<file path="src/rtl/seq_cla_adder64_pkg.sv">
// Shared constants and FSM state encoding for the sequential CLA adder.
package adder_pkg;

  localparam int unsigned DEF_WIDTH = 64;
  localparam int unsigned DEF_SLICE = 16;

  typedef enum logic [1:0] {
    ST_IDLE = 2'd0,
    ST_CALC = 2'd1,
    ST_DONE = 2'd2
  } state_t;

endpackage

</file>
<file path="src/rtl/seq_cla_adder64_cla_slice.sv">
// Combinational SLICE-bit carry-lookahead adder built from 4-bit P/G groups.
module cla_slice #(
  parameter int unsigned SLICE = 16
) (
  input  logic [SLICE-1:0] a,
  input  logic [SLICE-1:0] b,
  input  logic             ci,
  output logic [SLICE-1:0] s,
  output logic             co
);

  localparam int unsigned NG = SLICE / 4;

  logic [SLICE-1:0] p;
  logic [SLICE-1:0] g;
  logic [SLICE:0]   c;
  logic [NG-1:0]    grp_p;
  logic [NG-1:0]    grp_g;

  always_comb begin
    p     = a ^ b;
    g     = a & b;
    c     = '0;
    grp_p = '0;
    grp_g = '0;
    c[0]  = ci;
    // Bit carries inside a group come from the group carry-in; the next group carry uses group P/G.
    for (int unsigned i = 0; i < NG; i++) begin
      grp_p[i] = &p[4*i +: 4];
      grp_g[i] = g[4*i+3]
               | (p[4*i+3] & g[4*i+2])
               | (p[4*i+3] & p[4*i+2] & g[4*i+1])
               | (p[4*i+3] & p[4*i+2] & p[4*i+1] & g[4*i]);
      c[4*i+1] = g[4*i] | (p[4*i] & c[4*i]);
      c[4*i+2] = g[4*i+1]
               | (p[4*i+1] & g[4*i])
               | (p[4*i+1] & p[4*i] & c[4*i]);
      c[4*i+3] = g[4*i+2]
               | (p[4*i+2] & g[4*i+1])
               | (p[4*i+2] & p[4*i+1] & g[4*i])
               | (p[4*i+2] & p[4*i+1] & p[4*i] & c[4*i]);
      c[4*i+4] = grp_g[i] | (grp_p[i] & c[4*i]);
    end
    s  = p ^ c[SLICE-1:0];
    co = c[SLICE];
  end

endmodule

</file>
<file path="src/rtl/seq_cla_adder64.sv">
// Multi-cycle WIDTH-bit adder: one SLICE-bit CLA segment per clock behind ready/valid.
module seq_cla_adder64
  import adder_pkg::*;
#(
  parameter int unsigned WIDTH = DEF_WIDTH,
  parameter int unsigned SLICE = DEF_SLICE
) (
  input  logic             CLK,
  input  logic             reset,
  input  logic             in_valid,
  output logic             in_ready,
  input  logic [WIDTH-1:0] in_a,
  input  logic [WIDTH-1:0] in_b,
  input  logic             cin,
  output logic             out_valid,
  input  logic             out_ready,
  output logic [WIDTH-1:0] sum,
  output logic             cout,
  output logic             ovf
);

  localparam int unsigned NSLICE = WIDTH / SLICE;
  localparam int unsigned IDXW   = (NSLICE > 1) ? $clog2(NSLICE) : 1;

  state_t           state;
  logic [IDXW-1:0]  idx;
  logic [WIDTH-1:0] a_q;
  logic [WIDTH-1:0] b_q;
  logic             carry_q;

  int unsigned      base;
  logic [SLICE-1:0] seg_a;
  logic [SLICE-1:0] seg_b;
  logic [SLICE-1:0] seg_s;
  logic             seg_co;

  always_comb begin
    base  = 32'(idx) * SLICE;
    seg_a = a_q[base +: SLICE];
    seg_b = b_q[base +: SLICE];
  end

  cla_slice #(.SLICE(SLICE)) u_slice (
    .a  (seg_a),
    .b  (seg_b),
    .ci (carry_q),
    .s  (seg_s),
    .co (seg_co)
  );

  always_ff @(posedge CLK) begin
    if (reset) begin
      state     <= ST_IDLE;
      idx       <= '0;
      a_q       <= '0;
      b_q       <= '0;
      carry_q   <= 1'b0;
      sum       <= '0;
      cout      <= 1'b0;
      ovf       <= 1'b0;
      out_valid <= 1'b0;
      in_ready  <= 1'b1;
    end else begin
      case (state)
        ST_IDLE: begin
          if (in_valid && in_ready) begin
            a_q      <= in_a;
            b_q      <= in_b;
            carry_q  <= cin;
            idx      <= '0;
            sum      <= '0;
            in_ready <= 1'b0;
            state    <= ST_CALC;
          end
        end
        ST_CALC: begin
          sum[base +: SLICE] <= seg_s;
          carry_q            <= seg_co;
          if (idx == IDXW'(NSLICE - 1)) begin
            cout      <= seg_co;
            ovf       <= (a_q[WIDTH-1] == b_q[WIDTH-1]) && (seg_s[SLICE-1] != a_q[WIDTH-1]);
            idx       <= '0;
            out_valid <= 1'b1;
            state     <= ST_DONE;
          end else begin
            idx <= idx + 1'b1;
          end
        end
        ST_DONE: begin
          if (out_ready) begin
            out_valid <= 1'b0;
            in_ready  <= 1'b1;
            state     <= ST_IDLE;
          end
        end
        default: begin
          state     <= ST_IDLE;
          out_valid <= 1'b0;
          in_ready  <= 1'b1;
        end
      endcase
    end
  end

endmodule

</file>
<file path="config.mk">
export PLATFORM = sky130hd
export DESIGN_NAME = seq_cla_adder64
export DESIGN_NICKNAME = d
export VERILOG_FILES = /design/src/rtl/seq_cla_adder64_pkg.sv /design/src/rtl/seq_cla_adder64_cla_slice.sv /design/src/rtl/seq_cla_adder64.sv
export SDC_FILE = /design/constraint.sdc
export NUM_CORES = 1
export LEC_CHECK = 0
export ABC_CLOCK_PERIOD_IN_PS = 9500
export BUFFER_PORTS_ARGS = -buffer_cell sky130_fd_sc_hd__buf_4
export CAP_MARGIN = 20
export CORE_MARGIN = 4
export CORE_UTILIZATION = 45
export DETAILED_ROUTE_END_ITERATION = 12
export PLACE_DENSITY = 0.77
export RECOVER_POWER = 25
export SLEW_MARGIN = 0
export SYNTH_ARGS = -nofsm -noshare
export SYNTH_HDL_FRONTEND = slang
export SYNTH_SLANG_ARGS = --single-unit
</file>
<file path="constraint.sdc">
create_clock -name CLK -period 9.5 [get_ports CLK]
set_input_delay 1.9 -clock CLK [delete_from_list [all_inputs] [get_ports CLK]]
set_output_delay 1.9 -clock CLK [all_outputs]
set_load 0.005 [all_outputs]
</file>
## Word level (Yosys, flattened, before mapping)

Index checks and enable logic that the tools add are counted.

| storage, ports and cells | value |
|---|---|
| register bits | 201 |
| input port bits | 133 |

| operators by class | value |
|---|---|
| add/subtract/negate cells | 2 |
| eq/ne operators | 8 |
| shift operators | 4 |
| mux-type cells | 18 |
| bitwise operators | 105 |
| reduce and logical (&&, ||, !) cells | 14 |

Operator list:

| cell | count |
|---|---|
| $pmux W64 S2 | 1 |
| $shiftx A64 B7 Y16 | 2 |
| $bwmux W64 | 1 |
| $mux W64 | 1 |
| $shift A16 B34 Y64 const A | 1 |
| $shiftx A16 B34 Y64 | 1 |
| $and A1 B1 Y1 | 60 |
| $or A1 B1 Y1 | 40 |
| $neg A6 Y34 | 1 |
| $xor A16 B16 Y16 | 2 |
| $and A16 B16 Y16 | 1 |
| $reduce_and A4 Y1 | 4 |
| $mux W2 | 5 |
| $reduce_and A3 Y1 | 3 |
| $ne A2 B2 Y1 const B | 3 |
| $pmux W1 S3 | 2 |
| $pmux W2 S3 | 1 |
| $reduce_and A2 Y1 | 3 |
| $mux W1 | 5 |
| $eq A2 B2 Y1 const B | 2 |
| $pmux W2 S2 | 1 |
| $add A2 B1 Y2 const B | 1 |
| $eq A2 B1 Y1 const B | 1 |
| $logic_and A1 B1 Y1 | 2 |
| 6 further kinds | 7 |

## Logic depth before layout (Yosys ltp)

Gate-level depths: netlist of the first run.

| depth | value |
|---|---|
| depth in word-level cells | 17 |
| mapped depth | 13 |
| gate-level depth less buffers | 11 |

## Modules after synthesis

A second synthesis of the first run with hierarchy kept.

| unflattened totals | value |
|---|---|
| cells, all modules | 888 |
| area total of the unflattened synthesis | 8,438.1 µm² |

Modules (own cells, without submodules):

| module | times used | cells each | area each (µm²) | seq. area each (µm²) |
|---|---|---|---|---|
| seq_cla_adder64 | 1 | 806 | 7,739.9 | 4,023.9 |
| cla_slice | 1 | 82 | 698.2 | 0.0 |

## Worst setup path after synthesis of the first run

No wires, ideal clock.

| timing | value |
|---|---|
| path kind | register to register |
| from | register idx[0] |
| to | register sum[61] |
| setup time | 0.128 ns |
| arrival time | 3.602 ns |
| required time | 9.372 ns |
| slack | 5.771 ns |
| stages on the path, launching flop included | 14 |
| path buffers | 2 |
| clock period less this slack | 3.729 ns |
| cell sequence | dfxtp_1 -> buf_2 -> buf_2 -> mux4_2 -> ha_1 -> and3_4 -> and3_4 -> o211a_1 -> o41ai_1 -> nand2b_1 -> fa_1 -> xor2_1 -> a22oi_1 -> nor2_1 |

| on the way | value |
|---|---|
| cells in the longest elaborated chain, start to end | 17 |
| elaborated cells between the ends (all ways) | 103 |
| those cells by class | add/sub: 1; shift: 4; mux: 2; bitwise: 93; reduce/logical: 3 |

RTL lines:

| what | line | RTL |
|---|---|---|
| start, declared | seq_cla_adder64.sv:26 | `logic [IDXW-1:0] idx;` |
| start signal, assigned | seq_cla_adder64.sv:86 | `idx <= idx + 1'b1;` |
| $shiftx A64 B7 Y16 (on tied branches) | seq_cla_adder64.sv:39, seq_cla_adder64.sv:40 |  |
| $xor A16 B16 Y16 / $and A16 B16 Y16 (equally long branches) | seq_cla_adder64_cla_slice.sv:21, seq_cla_adder64_cla_slice.sv:22 |  |
| $and A1 B1 Y1 (on tied branches) | seq_cla_adder64_cla_slice.sv:31, seq_cla_adder64_cla_slice.sv:32, seq_cla_adder64_cla_slice.sv:33 |  |
| $or A1 B1 Y1 (tied with other cells) | seq_cla_adder64_cla_slice.sv:31 | `\| (p[4*i+3] & g[4*i+2])` |
| $or A1 B1 Y1 / $and A1 B1 Y1 (equally long branches) | seq_cla_adder64_cla_slice.sv:32, seq_cla_adder64_cla_slice.sv:33 |  |
| $or A1 B1 Y1 | seq_cla_adder64_cla_slice.sv:33 | `\| (p[4*i+3] & p[4*i+2] & p[4*i+1] & g[4*i]);` |
| $or A1 B1 Y1 | seq_cla_adder64_cla_slice.sv:42 | `c[4*i+4] = grp_g[i] \| (grp_p[i] & c[4*i]);` |
| $and A1 B1 Y1 | seq_cla_adder64_cla_slice.sv:42 |  |
| $or A1 B1 Y1 | seq_cla_adder64_cla_slice.sv:42 |  |
| $and A1 B1 Y1 | seq_cla_adder64_cla_slice.sv:42 |  |
| $or A1 B1 Y1 | seq_cla_adder64_cla_slice.sv:42 |  |
| $and A1 B1 Y1 (on tied branches) | seq_cla_adder64_cla_slice.sv:34, seq_cla_adder64_cla_slice.sv:37, seq_cla_adder64_cla_slice.sv:41 |  |
| $or A1 B1 Y1 (on tied branches) | seq_cla_adder64_cla_slice.sv:34, seq_cla_adder64_cla_slice.sv:37, seq_cla_adder64_cla_slice.sv:41 |  |
| $xor A16 B16 Y16 | seq_cla_adder64_cla_slice.sv:44 | `s = p ^ c[SLICE-1:0];` |
| $shiftx A16 B34 Y64 | seq_cla_adder64.sv:77 | `sum[base +: SLICE] <= seg_s;` |
| $bwmux W64 * | seq_cla_adder64.sv:77 |  |
| $pmux W64 S2 * | seq_cla_adder64.sv:64 | `case (state)` |
| end signal, assigned by index | seq_cla_adder64.sv:77 |  |
| end, declared | seq_cla_adder64.sv:17 | `output logic [WIDTH-1:0] sum,` |

Mark *: on every way between the ends. The rest lies on a longest branch, timed or not.
A chain may end at the register's enable or synchronous reset.

## Worst setup path in the final report of the first run

| timing | value |
|---|---|
| from | register idx[0] |
| to | register sum[45] |

The elaborated chain is that of the path after synthesis.

==> results of run 1 <==
sequential cells by signal, summed over array words and instances, names as in the netlist, 2 cells and up:
name,count
b_q,64
idx,2
state,2
sum,64
a_q,64
path summary, 6_finish.rpt:
kind | startpoint | to | slack, ns
worst min register to register | b_q[41] | b_q[41] | 0.45
worst max-delay path | idx[0] | sum[45] | 5.17
worst max register to register | idx[0] | sum[45] | 5.17
worst min-delay path | b_q[41] | b_q[41] | 0.45
stage by stage:
stage	utilization [%]	instances	setup WS [ns]	instance area [um2]	power, W
after detailed placement	54.7	1361	4.98	10200	0.00121
after floorplan	-	985	5.77	8590	0.00110
after global routing	58.2	1397	4.83	10900	0.00213
after CTS	58.5	1396	5.20	10900	0.00206
after global placement	54.7	1361	5.02	10200	0.00120
final	58.2	1397	5.17	10900	0.00205
where the power goes:
group	switching [W]	leakage [nW]	internal [W]
sequential	0.0000239	1.64	0.000883
combinational	0.000166	2.31	0.000120
clock	0.000331	0.357	0.000522
layer usage:
layer  vias to the layer above  GRT usage, %  wire length (um)
met5                         -             0                 0
met4                         0          6.77               665
met3                        40          3.82              1700
met2                       289          35.8             11600
met1                      3595          30.4             10400
li1                       3744             -                 -
layout make-up:
cell class,instances,area share (%)
clock buffer,26,5.46
clock inverter,9,1.13
inverter,11,0.379
multi-input combinational,705,39.3
sequential,201,37.0
tap,234,2.69
timing repair buffer,211,14.0
kinds of logic after synthesis:
family | count (synthesis) | synth area share [%]
compound gates | 240 | 16.4
xor+xnor | 7 | 0.714
simple gates | 402 | 20.3
fa+ha+maj | 24 | 3.85
flops | 201 | 46.9
mux | 32 | 8.39
buf+inv | 79 | 3.50
Yosys cell counts, drive strengths merged (2+ instances only):
cell type,count,share of area (%)
ha,20,2.9
a31oi,2,0.15
a22oi,36,3.1
o311ai,5,0.51
o211ai,2,0.17
nand4,7,0.51
nor2b,4,0.29
clkbuf,62,2.7
a32oi,3,0.31
nand3b,20,1.7
o21a,3,0.26
mux4,32,8.4
and3,3,0.35
or3,3,0.22
nand2,268,12
o21ai,20,1.2
a2bb2oi,2,0.20
dfxtp,201,47
a311oi,2,0.20
nor2,56,2.4
and2,3,0.22
buf,6,0.31
nor3,9,0.52
nand3,8,0.47
xnor2,3,0.31
a211o,2,0.22
or2,2,0.15
a21oi,149,8.7
a21o,5,0.44
xor2,4,0.41
nand2b,13,0.95
inv,11,0.48
o211a,2,0.23
fa,4,0.93
worst register-to-register path, cell delays in order, from the launching register on:
cell,delay [ns]
sky130_fd_sc_hd__dfxtp_2,0.44
sky130_fd_sc_hd__buf_4,0.57
sky130_fd_sc_hd__mux4_2,0.68
sky130_fd_sc_hd__ha_1,0.40
sky130_fd_sc_hd__and3_4,0.22
sky130_fd_sc_hd__and3_4,0.18
sky130_fd_sc_hd__o211a_1,0.15
sky130_fd_sc_hd__o41ai_1,0.47
sky130_fd_sc_hd__nand2b_1,0.13
sky130_fd_sc_hd__fa_1,0.39
sky130_fd_sc_hd__xor2_1,0.37
sky130_fd_sc_hd__a22oi_1,0.17
sky130_fd_sc_hd__nor2_1,0.10
==> out/qor.tcl, run 1 <==
set qor(synth.yosys.seq_area_share_pct) 46.9
set qor(starting_utilization_of_the_core_area_pct) 45.9
set qor(hold-worst-slack_ns) 0.452
set qor(worst-endpoint-required_ns) 9.93
set qor(post_synth.cell_area_avg_um2) 8.72
set qor(min_delay_path_class) {reg -> reg}
set qor(detailedRoute.firstIterationViolations) 591
set qor(path_depth) 12
set qor(fp.dieArea_mm2) 0.0214
set qor(critical_path_peak_fanout) 32
set qor(path_delay_family) {adder cells}
set qor(ctsLongestPathBuffers) 3
set qor(grt_setup_unrepaired) {no}
set qor(timing.final.crit_share_pct) 45.5
set qor(vdd_ir_drop_max_mv) 0.126
set qor(grt_util_all_layers_pct) 22.1
set qor(vias_in_the_first_global_route) 7516
set qor(via_count) 7668
set qor(post_cts_setup_bufs) 0
set qor(r2r.worst_path.cells) 12
set qor(floorplan.io_pins) 201
set qor(ys_dominant_reg_cell) {sky130_fd_sc_hd__dfxtp_1}
set qor(finalMaxSlewViolations) 0
set qor(timing.setup.critical_path_class) {reg -> reg}
set qor(tritoncts.num_buffers) 21
set qor(cts_hold_buffers) 0
set qor(min_delay_path_depth) 2
set qor(synth_enable_flop_cells) 0
set qor(layout.filler_cells) 1688
set qor(setup_tns_ns) 0
set qor(critPathCaptureType) {flop}
set qor(power.density_cell_area_mw_per_mm2) 188
set qor(setup.worst_path.start_class) {flop}
set qor(clock_insertion_delay_worst_skew_ns) 0.49
set qor(io_buffer_count) 200
set qor(mostFrequentLayoutCells) {266 x sky130_fd_sc_hd__nand2_1, 199 x sky130_fd_sc_hd__dfxtp_1, 149 x sky130_fd_sc_hd__a21oi_1}
set qor(post_drt_wl_per_cell_um) 17.4
set qor(hold_viol_final) 0
set qor(path_cells) {buf_4 > mux4_2 > ha_1 > and3_4 > and3_4 > o211a_1 > o41ai_1 > nand2b_1 > fa_1 > xor2_1 > a22oi_1 > nor2_1}
set qor(initial_antenna_violation_count) 0
set qor(dr_pass1_iterations) 5
set qor(synthArstFlopShare_pct) 0
set qor(area_used_by_multi_input_combinational_logic_mm2) 0.00428
set qor(via_density) 5.49
set qor(delay_contributed_by_the_slowest_stage_of_the_critical_path_ns) 0.64
set qor(overflow) 0
set qor(flip_flop_and_latch_count_after_synthesis) 201
set qor(fp.coreArea_mm2) 0.0187
set qor(clock_tree_from_tritoncts) {done}
set qor(post_synth_instance_area_mm2) 0.00859
set qor(finalNetCount) 1308
set qor(synth.distinct_cells) 52
set qor(arrival_ns) 4.75
set qor(setup_viol) 0
set qor(drv_cap) 0
set qor(grt_start_max_net_pins) 110
set qor(final_common_cell) {sky130_fd_sc_hd__nand2_1}
set qor(insertedDiodeCount) 0
set qor(timing.clock.skew_ns) 0.00703
set qor(outcome) {completed}
set qor(detailed_place_hpwl_um) 17300
set qor(floorplan.rows) 50
set qor(critical-path-top-cell-by-count) {sky130_fd_sc_hd__and3_4}
set qor(worst_path_max_delay_cell) {sky130_fd_sc_hd__mux4_2}
set qor(die_y_um) 146
set qor(synthCells) 985
set qor(h-tree-depth) 1
set qor(drcViolationCount) 0
set qor(fmax_mhz) 231
set qor(die_w_um) 146
set qor(layout.area.seq_mm2) 0.00403
set qor(mappedNetlistNets) 1142
set qor(post-route-min-period_ns) 4.33
set qor(grt_pass1_wl_um) 38900
set qor(drive_above_1_share_pct) 23.9
set qor(transition_at_the_pin_with_the_smallest_max_transition_slack_ns) 1.09
set qor(yosysWarningCount) 0
set qor(routed_wl_um) 24300
set qor(drt.antenna.violating_nets) 0
set qor(maxSlewHeadroom_pct) 27.1
set qor(cp_num_buf_inv) 1
set qor(gp_congestion) 0.833
set qor(clkSinkCount) 201
set qor(synthToLayoutAreaGrowth_pct) 26.8
set qor(cts.root.buffer_cell) {sky130_fd_sc_hd__clkbuf_16}
set qor(clkTransAtPathRegs_ns) 0.06
set qor(total_leakage_power_nw) 4.30
set qor(post_cts.resized_instances) 0
(Power assumes the default switching activity.)
==> run 2, diff against run 1 <==
--- a/config.mk
+++ b/config.mk
@@ -5,13 +5,14 @@
 export SDC_FILE = /design/constraint.sdc
 export NUM_CORES = 1
 export LEC_CHECK = 0
-export ABC_CLOCK_PERIOD_IN_PS = 9500
+export ABC_AREA = 1
+export ABC_CLOCK_PERIOD_IN_PS = 4500
 export BUFFER_PORTS_ARGS = -buffer_cell sky130_fd_sc_hd__buf_4
 export CAP_MARGIN = 20
 export CORE_MARGIN = 4
 export CORE_UTILIZATION = 45
 export DETAILED_ROUTE_END_ITERATION = 12
-export PLACE_DENSITY = 0.77
+export PLACE_DENSITY = 0.76
 export RECOVER_POWER = 25
 export SLEW_MARGIN = 0
 export SYNTH_ARGS = -nofsm -noshare
==> constraint.sdc (replaced) <==
create_clock -name CLK -period 4.5 [get_ports CLK]
set_input_delay 0.9 -clock CLK [delete_from_list [all_inputs] [get_ports CLK]]
set_output_delay 0.9 -clock CLK [all_outputs]
set_load 0.005 [all_outputs]
==> out/qor.tcl, run 2 <==
set qor(cts.root.buffer_cell) {sky130_fd_sc_hd__clkbuf_16}
set qor(layout.area.seq_mm2) 0.00403 ;# about the same
set qor(initial_antenna_violation_count) 0 ;# unchanged
set qor(setup_tns_ns) 0 ;# unchanged
set qor(detailedRoute.firstIterationViolations) 809 ;# +37%
set qor(synth_enable_flop_cells) 0 ;# unchanged
set qor(synth_largest_type_area_fraction_pct) 46.0 ;# -0.88 points
set qor(library_cell_with_the_highest_instance_count_after_synthesis) {sky130_fd_sc_hd__nor2_1}
set qor(transition_at_the_pin_with_the_smallest_max_transition_slack_ns) 1.57 ;# +0.477 ns
set qor(biggest_regs) {a_q x64, b_q x64, sum x64}
set qor(tritoncts.num_buffers) 21 ;# unchanged
set qor(h-tree-depth) 1 ;# unchanged
set qor(final_common_cell) {sky130_fd_sc_hd__nor2_1}
set qor(vias_in_the_first_global_route) 8035 ;# +6.9%
set qor(synthArstFlopShare_pct) 0 ;# unchanged
set qor(clock_insertion_delay_worst_skew_ns) 0.49 ;# about the same
set qor(fp.dieArea_mm2) 0.0217 ;# +1.8%
set qor(ctsLongestPathBuffers) 3 ;# unchanged
set qor(setup.worst_path.start_class) {flop}
set qor(post_synth.cell_area_avg_um2) 7.26 ;# -17%
set qor(failing_checks) {capacitance limit, slew limit}
set qor(ys_top_cells_by_count) {337 x sky130_fd_sc_hd__nor2_1, 201 x sky130_fd_sc_hd__dfxtp_1, 191 x sky130_fd_sc_hd__o21ai_0}
set qor(core_occupancy_in_the_finished_layout_pct) 58.4 ;# +0.15 points
set qor(drcViolationCount) 0 ;# unchanged
set qor(grt_setup_unrepaired) {no}
set qor(fp.coreArea_mm2) 0.0189 ;# +1.0%
set qor(path_cells) {inv_2 > o21ai_0 > o22ai_1 > ha_1 > a21oi_1 > nand2_1 > a21oi_2 > nand2_2 > nand2_2 > nand2_4 > fa_1 > nand2_1 > nor2_1 > nand2_1 > a21oi_1}
set qor(power.density_cell_area_mw_per_mm2) 443 ;# +140%
set qor(drv_cap) 1 ;# +1
set qor(floorplan.io_pins) 201 ;# unchanged
set qor(post_synth_instance_area_mm2) 0.00875 ;# +1.9%
set qor(total_leakage_power_nw) 4.67 ;# +8.6%
set qor(area_used_by_multi_input_combinational_logic_mm2) 0.00425 ;# -0.88%
set qor(clock_tree_from_tritoncts) {done}
set qor(starting_utilization_of_the_core_area_pct) 46.3 ;# +0.41 points
set qor(synth.distinct_cells) 37 ;# -29%
set qor(synth.yosys.seq_area_share_pct) 46.0 ;# -0.88 points
set qor(fmax_mhz) 262 ;# +13%
set qor(grt_start_max_net_pins) 129 ;# +17%
set qor(dr_pass1_iterations) 7 ;# +2
set qor(timing.setup.critical_path_class) {reg -> reg}
set qor(die_w_um) 147 ;# +0.90%
set qor(timing.final.crit_share_pct) 84.7 ;# +39 points
set qor(path_delay_family) {adder cells}
set qor(gp_congestion) 0.893 ;# +7.2%
set qor(maxSlewHeadroom_pct) -4.72 ;# -32 points
set qor(post-route-min-period_ns) 3.81 ;# -0.512 ns
set qor(setup_viol) 0 ;# unchanged
set qor(worst_path_max_delay_cell) {sky130_fd_sc_hd__dfxtp_2}
set qor(layout.filler_cells) 1784 ;# +5.7%
set qor(via_density) 5.24 ;# -4.6%
set qor(drt.antenna.violating_nets) 0 ;# unchanged
set qor(detailed_place_hpwl_um) 19000 ;# +10%
set qor(die_y_um) 147 ;# +0.90%
set qor(grt_util_all_layers_pct) 23.1 ;# +1.1 points
set qor(worst-endpoint-required_ns) 4.91 ;# -5.02 ns
set qor(drive_above_1_share_pct) 19.8 ;# -4.2 points
set qor(delay_contributed_by_the_slowest_stage_of_the_critical_path_ns) 0.74 ;# +0.10 ns
set qor(flip_flop_and_latch_count_after_synthesis) 201 ;# unchanged
set qor(post_cts_setup_bufs) 0 ;# unchanged
set qor(synthCells) 1206 ;# +22%
set qor(ys_dominant_reg_cell) {sky130_fd_sc_hd__dfxtp_1}
set qor(mappedNetlistNets) 1363 ;# +19%
set qor(via_count) 8546 ;# +11%
set qor(outcome) {complete, but fails checks}
set qor(critPathCaptureType) {flop}
set qor(cts_hold_buffers) 0 ;# unchanged
set qor(post_drt_wl_per_cell_um) 16.0 ;# -8.2%
set qor(timing.clock.skew_ns) 0.00845 ;# +0.00142 ns
set qor(min_delay_path_class) {reg -> reg}
set qor(critical-path-top-cell-by-count) {sky130_fd_sc_hd__nand2_1}
set qor(yosys-top-cells-area) {sky130_fd_sc_hd__dfxtp_1 46%, sky130_fd_sc_hd__nor2_1 14%, sky130_fd_sc_hd__o21ai_0 11%}
set qor(cp_num_buf_inv) 1 ;# unchanged
set qor(finalMaxSlewViolations) 57 ;# +57
set qor(vdd_ir_drop_max_mv) 0.249 ;# +98%
set qor(routed_wl_um) 26100 ;# +7.2%
set qor(synthToLayoutAreaGrowth_pct) 26.0
set qor(hold_viol_final) 0 ;# unchanged
set qor(synth_top_cell_by_area) {sky130_fd_sc_hd__dfxtp_1}
set qor(floorplan.rows) 50 ;# unchanged
set qor(clkSinkCount) 201 ;# unchanged
set qor(mostFrequentLayoutCells) {337 x sky130_fd_sc_hd__nor2_1, 200 x sky130_fd_sc_hd__dfxtp_1, 191 x sky130_fd_sc_hd__o21ai_0}
set qor(clkTransAtPathRegs_ns) 0.06 ;# about the same
set qor(io_buffer_count) 200 ;# unchanged
set qor(post_cts.resized_instances) 0 ;# unchanged
set qor(grt_pass1_wl_um) 41500 ;# +6.7%
set qor(yosysWarningCount) 0 ;# unchanged
set qor(overflow) 0 ;# unchanged
set qor(insertedDiodeCount) 0 ;# unchanged
set qor(arrival_ns) 4.22 ;# -0.53 ns
set qor(finalNetCount) 1515 ;# +16%
set qor(critical_path_peak_fanout) 61 ;# +91%
run 2: power breakdown:
group	total, W	internal (W)	switching [W]
clock network	0.00182	0.00112	0.000704
logic	0.00105	0.000380	0.000672
registers	0.00201	0.00192	0.0000967
run 2: cell families after synthesis:
group	Yosys count	share of synthesized area (%)
AOI/OAI and AO/OA	309	18.6
xor gates and xnor gates	6	0.686
adders and majority gates	24	3.78
buffers and inverters	122	5.63
DFF	201	46.0
and+or+nand+nor	544	25.3
run 2: worst min-delay path, cell delays in order (launching register included):
cell	delay [ns]
sky130_fd_sc_hd__dfxtp_1	0.31
sky130_fd_sc_hd__nand2_1	0.06
sky130_fd_sc_hd__a21oi_1	0.05
run 2: worst paths after layout:
kind / endpoint / cells after the start / start / slack (ns)
setup reg to reg: sum[60] / 15 / idx[0] / 0.69
hold / removal: sum[46] / 2 / sum[46] / 0.46
setup / recovery: sum[60] / 15 / idx[0] / 0.69
hold reg to reg: sum[46] / 2 / sum[46] / 0.46
run 2: per-layer routing:
metal  GRT usage [%]  up-vias  wire [um]
met5               0        -          0
met1            31.3     3890      11200
met4            7.41        0        906
li1                -     4270          -
met3            3.53       56       1710
met2            38.2      330      12300
run 2: final cells by class:
| type | count | area share (%) |
|---|---|---|
| clock buffer | 25 | 5.08 |
| clock inverter | 12 | 1.51 |
| inverter | 39 | 1.35 |
| multi-input combinational | 883 | 38.5 |
| sequential | 201 | 36.5 |
| tap | 260 | 2.95 |
| timing repair buffer | 212 | 14.1 |
run 2: through the flow:
step / hold WS (ns) / worst slack [ns] / instance area (um2) / std cells / power [W]
after floorplan: 0.449 / 1.54 / 8750 / 1206 / 0.00273
after global placement: 0.451 / 0.949 / 10300 / 1595 / 0.00307
after global routing: 0.483 / 0.313 / 11000 / 1632 / 0.00512
after detailed placement: 0.456 / 0.784 / 10300 / 1595 / 0.00309
after CTS: 0.465 / 0.729 / 11100 / 1632 / 0.00490
final: 0.462 / 0.687 / 11000 / 1632 / 0.00489
==> run 3, diff against run 2 <==
--- a/config.mk
+++ b/config.mk
@@ -6,7 +6,7 @@
 export NUM_CORES = 1
 export LEC_CHECK = 0
 export ABC_AREA = 1
-export ABC_CLOCK_PERIOD_IN_PS = 4500
+export ABC_CLOCK_PERIOD_IN_PS = 3700
 export BUFFER_PORTS_ARGS = -buffer_cell sky130_fd_sc_hd__buf_4
 export CAP_MARGIN = 20
 export CORE_MARGIN = 4
==> constraint.sdc (replaced) <==
create_clock -name CLK -period 3.7 [get_ports CLK]
set_input_delay 0.74 -clock CLK [delete_from_list [all_inputs] [get_ports CLK]]
set_output_delay 0.74 -clock CLK [all_outputs]
set_load 0.005 [all_outputs]
==> out/qor.tcl, run 3 (synthesis results as in run 2) <==
set qor(outcome) {completed}
set qor(power.density_cell_area_mw_per_mm2) 537 ;# +21%
set qor(drv_cap) 0 ;# -1
set qor(drt.antenna.violating_nets) 0 ;# unchanged
set qor(ctsLongestPathBuffers) 3 ;# unchanged
set qor(detailed_place_hpwl_um) 19300 ;# +1.6%
set qor(via_count) 8606 ;# +0.70%
set qor(reg2reg_setup_slack_ns) 0.35 ;# -0.33 ns
set qor(power.net_switching_w) 0.00181 ;# +23%
set qor(post_cts.resized_instances) 0 ;# unchanged
set qor(worst-endpoint-required_ns) 4.12 ;# -0.79 ns
set qor(fp.dieArea_mm2) 0.0217 ;# unchanged
set qor(cts.root.buffer_cell) {sky130_fd_sc_hd__clkbuf_16}
set qor(setup_viol) 0 ;# unchanged
set qor(h-tree-depth) 1 ;# unchanged
set qor(initial_antenna_violation_count) 0 ;# unchanged
set qor(timing.critical_path.from) {idx[0]}
set qor(fp.coreArea_mm2) 0.0189 ;# unchanged
set qor(setup_tns_ns) 0 ;# unchanged
set qor(clock_tree_from_tritoncts) {done}
set qor(dp_cells) 1597 ;# +0.13%
set qor(vias_in_the_first_global_route) 8060 ;# +0.31%
set qor(r2r.worst_path.cells) 15 ;# unchanged
set qor(clkTransAtPathRegs_ns) 0.06 ;# about the same
set qor(via_density) 5.27 ;# +0.58%
set qor(post_drt_wl_per_cell_um) 16.1 ;# +0.51%
set qor(drcViolationCount) 0 ;# unchanged
set qor(final_common_cell) {sky130_fd_sc_hd__nor2_1}
set qor(min_delay_path_class) {reg -> reg}
set qor(grt_setup_unrepaired) {no}
set qor(timing.rr.start) {idx[0]}
set qor(synthToLayoutAreaGrowth_pct) 26.6
set qor(setup.worst_path.start_class) {flop}
set qor(insertedDiodeCount) 0 ;# unchanged
set qor(combPwrFrac_pct) 22.0 ;# +0.5 points
set qor(gp_congestion) 0.922 ;# +3.3%
set qor(clock_insertion_delay_worst_skew_ns) 0.50 ;# about the same
set qor(internal_power_w) 0.00414 ;# +21%
set qor(routed_wl_um) 26300 ;# +0.63%
set qor(crit_end) {sum[29]}
set qor(mostFrequentLayoutCells) {337 x sky130_fd_sc_hd__nor2_1, 200 x sky130_fd_sc_hd__dfxtp_1, 191 x sky130_fd_sc_hd__o21ai_0}
set qor(hold_viol_final) 0 ;# unchanged
set qor(overflow) 0 ;# unchanged
set qor(layoutNonFillerInstCount) 1634 ;# +0.12%
set qor(total_leakage_power_nw) 4.70 ;# +0.52%
set qor(biggest_regs) {a_q x64, b_q x64, sum x64}
set qor(maxSlewHeadroom_pct) 29.6 ;# +34 points
set qor(grt_start_max_net_pins) 79 ;# -39%
set qor(die_y_um) 147 ;# unchanged
set qor(timing.final.crit_share_pct) 90.4 ;# +5.7 points
set qor(worst_r2r_endpoint) {sum[29]}
set qor(post-route-min-period_ns) 3.35 ;# -0.467 ns
set qor(drive_above_1_share_pct) 19.9 ;# +0.19 points
set qor(fmax_mhz) 299 ;# +14%
set qor(finalMaxSlewViolations) 0 ;# -100%
set qor(transition_at_the_pin_with_the_smallest_max_transition_slack_ns) 1.05 ;# -0.521 ns
set qor(detailedRoute.firstIterationViolations) 817 ;# +0.99%
set qor(cts_hold_buffers) 0 ;# unchanged
set qor(critical_path_peak_fanout) 33 ;# -46%
set qor(vdd_ir_drop_max_mv) 0.256 ;# +2.5%
set qor(clkSinkCount) 201 ;# unchanged
set qor(grt_util_all_layers_pct) 23.2 ;# +0.062 points
set qor(tritoncts.num_buffers) 21 ;# unchanged
set qor(io_buffer_count) 200 ;# unchanged
set qor(starting_utilization_of_the_core_area_pct) 46.3 ;# unchanged
set qor(timing.setup.critical_path_class) {reg -> reg}
set qor(floorplan.rows) 50 ;# unchanged
set qor(grt_pass1_wl_um) 41300 ;# -0.57%
set qor(timing.clock.skew_ns) 0.0118 ;# +0.00340 ns
set qor(arrival_ns) 3.77 ;# -0.45 ns
set qor(floorplan.io_pins) 201 ;# unchanged
set qor(clockPowerShare_pct) 36.8 ;# -0.5 points
set qor(finalNetCount) 1517 ;# +0.13%
set qor(power.share.sequential_pct) 41.2 ;# about the same
set qor(dr_pass1_iterations) 6 ;# -1
set qor(net_sw_share_pct) 30.4 ;# +0.27 points
set qor(critPathCaptureType) {flop}
set qor(die_w_um) 147 ;# unchanged
set qor(post_cts_setup_bufs) 0 ;# unchanged
## run 3: changes by cell type in the layout (fill, tap and decap cells not counted), moves of 2 or more
cell,delta
sky130_fd_sc_hd__clkbuf_4,+5
sky130_fd_sc_hd__clkinv_2,-2
sky130_fd_sc_hd__clkbuf_8,+2
sky130_fd_sc_hd__buf_4,-4
sky130_fd_sc_hd__buf_12,+3
## run 3: critical path, cell delays in order, from the launching register on
cell and delay [ns]:
sky130_fd_sc_hd__dfxtp_2 0.51, sky130_fd_sc_hd__buf_4 0.36, sky130_fd_sc_hd__o21ai_0 0.12, sky130_fd_sc_hd__o22ai_1 0.31, sky130_fd_sc_hd__ha_1 0.33, sky130_fd_sc_hd__a21oi_1 0.20, sky130_fd_sc_hd__nand2_2 0.11, sky130_fd_sc_hd__nand2_2 0.08
sky130_fd_sc_hd__nand2_2 0.09, sky130_fd_sc_hd__nand2_2 0.09, sky130_fd_sc_hd__nand2_4 0.06, sky130_fd_sc_hd__fa_1 0.38, sky130_fd_sc_hd__xnor2_1 0.15, sky130_fd_sc_hd__nor3_1 0.24, sky130_fd_sc_hd__a22oi_1 0.11, sky130_fd_sc_hd__nor2_1 0.12
## run 3: metal layers
metal | vias up | global-route usage (%) | part of all wire (%)
met5 | - | 0 | 0
met4 | 0 | 8.29 | 3.4
met3 | 59 | 3.49 | 6.4
met2 | 339 | 38.6 | 47
met1 | 3930 | 30.8 | 43
li1 | 4278 | - | -
## run 3: cell type report
type / count / area (um2)
Inverter: 39 / 149
Sequential cell: 201 / 4030
Timing Repair Buffer: 214 / 1610
Multi-Input combinational cell: 883 / 4250
Fill cell: 1822 / 7820
Tap cell: 260 / 325
Clock buffer: 29 / 596
Clock inverter: 8 / 119
## run 3: worst min path at each step
| stage | start | to | slack (ns) | cells after the start |
|---|---|---|---|---|
| after floorplan | b_q[33] | b_q[33] | 0.45 | 2 |
| after global placement | sum[20] | sum[20] | 0.45 | 2 |
| after detailed placement | sum[5] | sum[5] | 0.46 | 2 |
| after CTS | sum[5] | sum[5] | 0.47 | 2 |
| after global routing | sum[2] | sum[2] | 0.49 | 2 |
| final | sum[20] | sum[20] | 0.46 | 2 |
## run 3: stage by stage
step | utilization [%] | total power, W | cell area [um2] | setup slack [ns] | hold WS, ns
finish | 58.6 | 0.00594 | 11100 | 0.354 | 0.463
global route | 58.6 | 0.00621 | 11100 | 0.124 | 0.489
CTS | 58.8 | 0.00595 | 11100 | 0.399 | 0.467
detailed placement | 55.0 | 0.00378 | 10400 | 0.434 | 0.457
global placement | 55.0 | 0.00374 | 10400 | 0.598 | 0.451
floorplan | - | 0.00332 | 8750 | 0.736 | 0.449
## run 3: power by group through the flow
stage	registers [W]	logic (W)	clock network [W]
after floorplan	0.00244	0.000876	0
after global placement	0.00249	0.00125	0
after detailed placement	0.00249	0.00128	0
after CTS	0.00245	0.00129	0.00221
after global routing	0.00246	0.00144	0.00231
final	0.00245	0.00131	0.00219
